==> config.mk <==
export PLATFORM = sky130hd
export DESIGN_NAME = ifetch_ctrl_flat
export DESIGN_NICKNAME = d
export VERILOG_FILES = /design/src/rtl/ifetch_ctrl_if.sv /design/src/rtl/ifetch_ctrl.sv /design/src/flat_wrapper.sv
export SDC_FILE = /design/constraint.sdc
export NUM_CORES = 1
export LEC_CHECK = 0
export BUFFER_PORTS_ARGS = -buffer_cell sky130_fd_sc_hd__buf_2
export CAP_MARGIN = 20
export CORE_ASPECT_RATIO = 1.1
export CORE_MARGIN = 3
export CORE_UTILIZATION = 60
export CTS_BUF_LIST = sky130_fd_sc_hd__clkbuf_8
export DETAILED_ROUTE_END_ITERATION = 12
export GPL_TIMING_DRIVEN = 0
export PLACE_DENSITY = 0.95
export SLEW_MARGIN = 40
export SYNTH_ARGS = -nofsm -noshare
export SYNTH_HDL_FRONTEND = slang
export SYNTH_SLANG_ARGS = --single-unit
==> constraint.sdc <==
create_clock -name clk -period 18 [get_ports clk]
set_input_delay 3.6 -clock clk [delete_from_list [all_inputs] [get_ports clk]]
set_output_delay 3.6 -clock clk [all_outputs]
set_load 0.02 [all_outputs]
==> src/rtl/ifetch_ctrl_if.sv <==
// Fetch-side bus bundle: instruction memory read port, redirect input and the
// decode-facing valid/ready stream. The fetch controller uses the master view.
interface ifetch_ctrl_if;
  logic        imem_req;
  logic [31:0] imem_addr;
  logic [31:0] imem_rdata;
  logic        redirect_valid;
  logic [31:0] redirect_pc;
  logic        out_valid;
  logic        out_ready;
  logic [31:0] out_instr;
  logic [31:0] out_pc;

  modport master (
    output imem_req, imem_addr, out_valid, out_instr, out_pc,
    input  imem_rdata, redirect_valid, redirect_pc, out_ready
  );

  modport slave (
    input  imem_req, imem_addr, out_valid, out_instr, out_pc,
    output imem_rdata, redirect_valid, redirect_pc, out_ready
  );
endinterface

==> src/rtl/ifetch_ctrl.sv <==
// Fetch sequencer: owns the fetch PC, issues word reads to a 1-cycle instruction
// memory, buffers returned words with their PCs and flushes the stream on redirect.
module ifetch_ctrl #(
  parameter logic [31:0] RESET_PC   = 32'h0000_0000,
  parameter int          FIFO_DEPTH = 2
) (
  input logic          clk,
  input logic          rst,
  ifetch_ctrl_if.master bus
);
  localparam int AW   = $clog2(FIFO_DEPTH);
  localparam int CNTW = AW + 1;
  localparam int CW   = AW + 2;

  typedef enum logic [1:0] {BOOT, RUN, FLUSH} state_t;

  state_t          state;
  logic [31:0]     pc;
  logic [31:0]     rsp_pc;
  logic            inflight;
  logic [AW-1:0]   rd_ptr;
  logic [AW-1:0]   wr_ptr;
  logic [CNTW-1:0] count;
  logic [31:0]     fifo_instr [FIFO_DEPTH];
  logic [31:0]     fifo_pc    [FIFO_DEPTH];

  logic          redir;
  logic          pop;
  logic          push;
  logic          req;
  logic [CW-1:0] credit;

  assign redir  = bus.redirect_valid;
  assign pop    = (count != '0) && bus.out_ready;
  // A redirect clears the buffer, so the response landing this cycle is dropped.
  assign push   = inflight && !redir;
  // Counting the slot freed by this cycle's pop lets depth 2 sustain 1 instr/cycle;
  // a full buffer still blocks requests outright.
  assign credit = CW'(count) + CW'(inflight) - CW'(pop);
  assign req    = (state == RUN) && !redir &&
                  (count != CNTW'(FIFO_DEPTH)) && (credit < CW'(FIFO_DEPTH));

  assign bus.imem_req  = req;
  assign bus.imem_addr = pc;
  assign bus.out_valid = (count != '0);
  assign bus.out_instr = fifo_instr[rd_ptr];
  assign bus.out_pc    = fifo_pc[rd_ptr];

  always_ff @(posedge clk or posedge rst) begin
    if (rst) begin
      state    <= BOOT;
      pc       <= RESET_PC & 32'hFFFF_FFFC;
      rsp_pc   <= '0;
      inflight <= 1'b0;
      rd_ptr   <= '0;
      wr_ptr   <= '0;
      count    <= '0;
      for (int i = 0; i < FIFO_DEPTH; i++) begin
        fifo_instr[i] <= 32'h0000_0013;
        fifo_pc[i]    <= '0;
      end
    end else begin
      inflight <= req;
      if (req) begin
        pc     <= pc + 32'd4;
        rsp_pc <= pc;
      end
      if (push) begin
        fifo_instr[wr_ptr] <= bus.imem_rdata;
        fifo_pc[wr_ptr]    <= rsp_pc;
      end
      if (redir) begin
        pc     <= bus.redirect_pc & 32'hFFFF_FFFC;
        rd_ptr <= '0;
        wr_ptr <= '0;
        count  <= '0;
        state  <= (state == BOOT) ? RUN : FLUSH;
      end else begin
        if (push) wr_ptr <= wr_ptr + 1'b1;
        if (pop)  rd_ptr <= rd_ptr + 1'b1;
        count <= count + CNTW'(push) - CNTW'(pop);
        case (state)
          BOOT:    state <= RUN;
          FLUSH:   state <= RUN;
          default: state <= RUN;
        endcase
      end
    end
  end
endmodule

==> src/flat_wrapper.sv <==
// flat-port wrapper written by rule: the top's interface ports become plain ports
module ifetch_ctrl_flat 
#(
  parameter logic [31:0] RESET_PC   = 32'h0000_0000,
  parameter int          FIFO_DEPTH = 2
)
  (clk, rst, bus_imem_req, bus_imem_addr, bus_out_valid, bus_out_instr, bus_out_pc, bus_imem_rdata, bus_redirect_valid, bus_redirect_pc, bus_out_ready);
  ifetch_ctrl_if bus_i ();
  input logic clk;
  input logic rst;
  output wire logic [$bits(bus_i.imem_req)-1:0] bus_imem_req;
  output wire logic [$bits(bus_i.imem_addr)-1:0] bus_imem_addr;
  output wire logic [$bits(bus_i.out_valid)-1:0] bus_out_valid;
  output wire logic [$bits(bus_i.out_instr)-1:0] bus_out_instr;
  output wire logic [$bits(bus_i.out_pc)-1:0] bus_out_pc;
  input wire logic [$bits(bus_i.imem_rdata)-1:0] bus_imem_rdata;
  input wire logic [$bits(bus_i.redirect_valid)-1:0] bus_redirect_valid;
  input wire logic [$bits(bus_i.redirect_pc)-1:0] bus_redirect_pc;
  input wire logic [$bits(bus_i.out_ready)-1:0] bus_out_ready;
  assign bus_imem_req = bus_i.imem_req;
  assign bus_imem_addr = bus_i.imem_addr;
  assign bus_out_valid = bus_i.out_valid;
  assign bus_out_instr = bus_i.out_instr;
  assign bus_out_pc = bus_i.out_pc;
  assign bus_i.imem_rdata = bus_imem_rdata;
  assign bus_i.redirect_valid = bus_redirect_valid;
  assign bus_i.redirect_pc = bus_redirect_pc;
  assign bus_i.out_ready = bus_out_ready;
  ifetch_ctrl #(.RESET_PC(RESET_PC), .FIFO_DEPTH(FIFO_DEPTH)) u_core (.clk(clk), .rst(rst), .bus(bus_i));
endmodule
==> flow_summary.yaml <==
clock_network:
  cts-root-buf: "clkbuf_8"
  clockBufferDepth: 2
  numCtsBuffers: 17
  htreeDepth: 4
  cts_post_setup_buffers_inserted: 0
  clk_latency_ns: 0.45
  postCtsHoldBufs: 0
  cts_tree: "yes"
  clk_pin_slew_worst_paths_ns: 0.09
  cts_resized: 0
  clock-sinks: 191
place:
  io_buffers: 159
  hpwl_um: 13200
  pre_cts_ws_ns: 8.61
  dp_cells: 969
  gp_congestion: 0.804
detailed_routing:
  vias: 5647
  drc_errors: 0
  via_per_inst: 5.64
  ant_nets: 0
  drt_iter0_drc: 326
  wl_per_cell_um: 18.3
  wl_um: 18300
  drtPass1Iterations: 5
setup_path:
  critPathLaunchType: "input port"
  rrSetupSlack_ns: 14.84
  cp.required_ns: 14.40
  crit_chain: "buf_2, xor2_1, nand2_1, fa_1, nand3b_1, a21oi_4, nor2b_1, buf_4, buf_6, buf_2"
  worstSetupPathType: "input port to output port"
  timing.rr.end: "u_core.rsp_pc[5]"
  worstRegToRegCells: 10
  r2r-start: "u_core.count[1]"
  slowest_stage: "fa_1"
  slowest_delay_ns: 0.49
  crit_fanout: 11
  cp.arrival_ns: 5.81
  path_common_cell: "buf_2"
  end_kind: "output port"
logic_synthesis:
  avgSynthCellArea_um2: 13.9
  yosys.area.top_type_share_pct: 54.1
  synth.most_common_cell: "dfrtp_1"
  synth_area_leaders: "dfrtp_1 54%, mux2_2 17%, mux2_1 12%"
  yosysTopAreaCell: "dfrtp_1"
  syn_area_um2: 8550
  ys_seq_area_share_pct: 56.0
  async_reset_ff_share_pct: 100
  synth_enable_flop_cells: 0
  synth-seq-cells: 191
  synth_cell_types: 40
  syn_inst: 617
  synth-main-ff-cell: "dfrtp_1"
  yosysWarnings: 0
  synthTopCellsByCount: "185 x dfrtp_1, 130 x mux2_2, 92 x mux2_1"
power_and_ir_drop:
  power_density_nw_per_um2: 163
  p_leak_nw: 4.80
  peakVddDrop_mv: 0.0926
  power.total_mw: 1.63
global_routing:
  grt_first_pass_wirelength_um: 29900
  antenna_found_initial: 0
  grt_pass1_vias: 5959
  track_usage_pct: 24.0
  grt_overflow: 0
  grt_max_degree: 71
final_layout:
  fillers: 945
  area_growth_syn_to_layout_pct: 17.3
  multi_input_area_um2: 3560
  nNetsFinal: 872
  antenna_cells: 0
  drive_gt1_share_pct: 43.4
  layout.area.seq_um2: 4790
  stdcell_count: 1001
timing:
  finalSetupViolCount: 0
  rsz0062_at_grt: "false"
  max_slew_margin_pct: 53.8
  period_needed_ns: 9.41
  finalCritPeriodShare_pct: 52.3
  finClkSkew_ns: 0.00786
  tightest_slew_ns: 0.676
  hold_viol_final: 0
  max_freq_mhz: 106
  setup_ws_ns: 8.59
  maxSlewViolCount: 0
  fin_setup_tns_ns: 0
min_path:
  hp-start: "u_core.fifo_pc[40]"
  hold_depth: 1
  min_path_type: "register to register"
  hold_end: "u_core.fifo_pc[40]"
die:
  fp.dieArea_um2: 15700
  start_util_pct: 61.5
  core_um2: 13900
  die_width_um: 120
  die_y_um: 131
  io_pins: 166
  row_count: 45
flow_run:
  drv_cap: 0
status:
  status: "finished clean"
## cells by family (layout without fill, tap and decap cells)
logic type	after synthesis	count (layout)	share of synthesized area (%)
multiplexers	223	223	29.3
flip-flops	191	191	56.0
AND/OR/NAND/NOR	91	91	5.56
buffers and inverters	43	236	2.56
XOR/XNOR	33	33	3.38
AO/OA/AOI/OAI	31	31	2.49
adder cells (fa/ha/maj)	4	4	0.673
other	1	4	0.0438
## sequential cells by signal, indices dropped and copies added, names as in the netlist
register and flops:
u_core.inflight 1, u_core.fifo_instr 64, u_core.rd_ptr 1, u_core.wr_ptr 1, u_core.rsp_pc 30, u_core.state 2, u_core.bus.imem_addr 30, u_core.fifo_pc 60
u_core.count 2
## worst max-delay path, delay by kind of cell
| kind | cells | cell delay, ns |
|---|---|---|
| simple gates | 3 | 0.52 |
| xor+xnor | 1 | 0.14 |
| fa+ha+maj | 1 | 0.49 |
| compound gates | 1 | 0.37 |
| buf+inv | 4 | 0.67 |
## report_power, final
group,internal [mW],switching (mW)
combinational,0.310,0.347
clock,0.117,0.148
sequential,0.608,0.103
## area by class of cell
cell class / count / share of cell area (%)
sequential: 191 / 47.7
tap: 188 / 2.34
timing repair buffer: 161 / 8.48
clock inverter: 13 / 1.13
inverter: 7 / 0.337
clock buffer: 19 / 2.61
multi-input combinational: 386 / 35.5
buffer: 36 / 1.92
## worst max-delay path by stage
| stage | start | endpoint | slack [ns] | cells past startpoint |
|---|---|---|---|---|
| after floorplan | rst | u_core.bus.imem_addr[10] | 9.21 | 1 |
| after global placement | rst | u_core.fifo_pc[36] | 7.36 | 2 |
| after detailed placement | bus_out_ready | bus_imem_req | 8.61 | 10 |
| after CTS | bus_out_ready | bus_imem_req | 8.61 | 10 |
| after global routing | bus_out_ready | bus_imem_req | 8.50 | 10 |
| final | bus_out_ready | bus_imem_req | 8.59 | 10 |
## cell usage in the layout (no fill, tap or decap), types with 3 or more instances in the layout
master | netlist | layout
clkbuf_1 | 17 | 17
buf_4 | 5 | 5
clkinvlp_4 | 0 | 5
and3_1 | 3 | 3
clkinv_2 | 0 | 4
o21ai_1 | 23 | 23
nor2_1 | 6 | 6
xnor2_1 | 14 | 14
xor2_1 | 19 | 19
nor2b_1 | 4 | 4
nand2_1 | 34 | 34
mux2_1 | 92 | 92
mux2_2 | 130 | 130
clkbuf_8 | 0 | 19
dfstp_2 | 6 | 6
dfrtp_1 | 185 | 185
buf_6 | 4 | 4
nand4_1 | 18 | 18
ha_1 | 3 | 3
buf_1 | 3 | 3
and2_1 | 3 | 3
buf_2 | 7 | 166
nand3_1 | 11 | 11
conb_1 | 1 | 4
inv_1 | 7 | 6
## per-layer routing
layer  up-vias  part of all wire [%]  wire length (um)  GRT usage [%]
met3        23                   5.3               975           5.81
met2       172                    52              9450           40.9
li1       2556                     -                 -              -
met5         -                     0                 0              0
met1      2896                    42              7620           30.7
met4         0                   1.3               238           6.94
## stage by stage
stage | util [%] | area (um^2) | hold WS (ns)
floorplan | - | 8570 | 0.454
global placement | 69.0 | 9600 | 0.463
detailed placement | 69.5 | 9660 | 0.471
CTS | 72.2 | 10000 | 0.492
global route | 72.2 | 10000 | 0.501
finish | 72.2 | 10000 | 0.486
(Power assumes the default switching activity.)
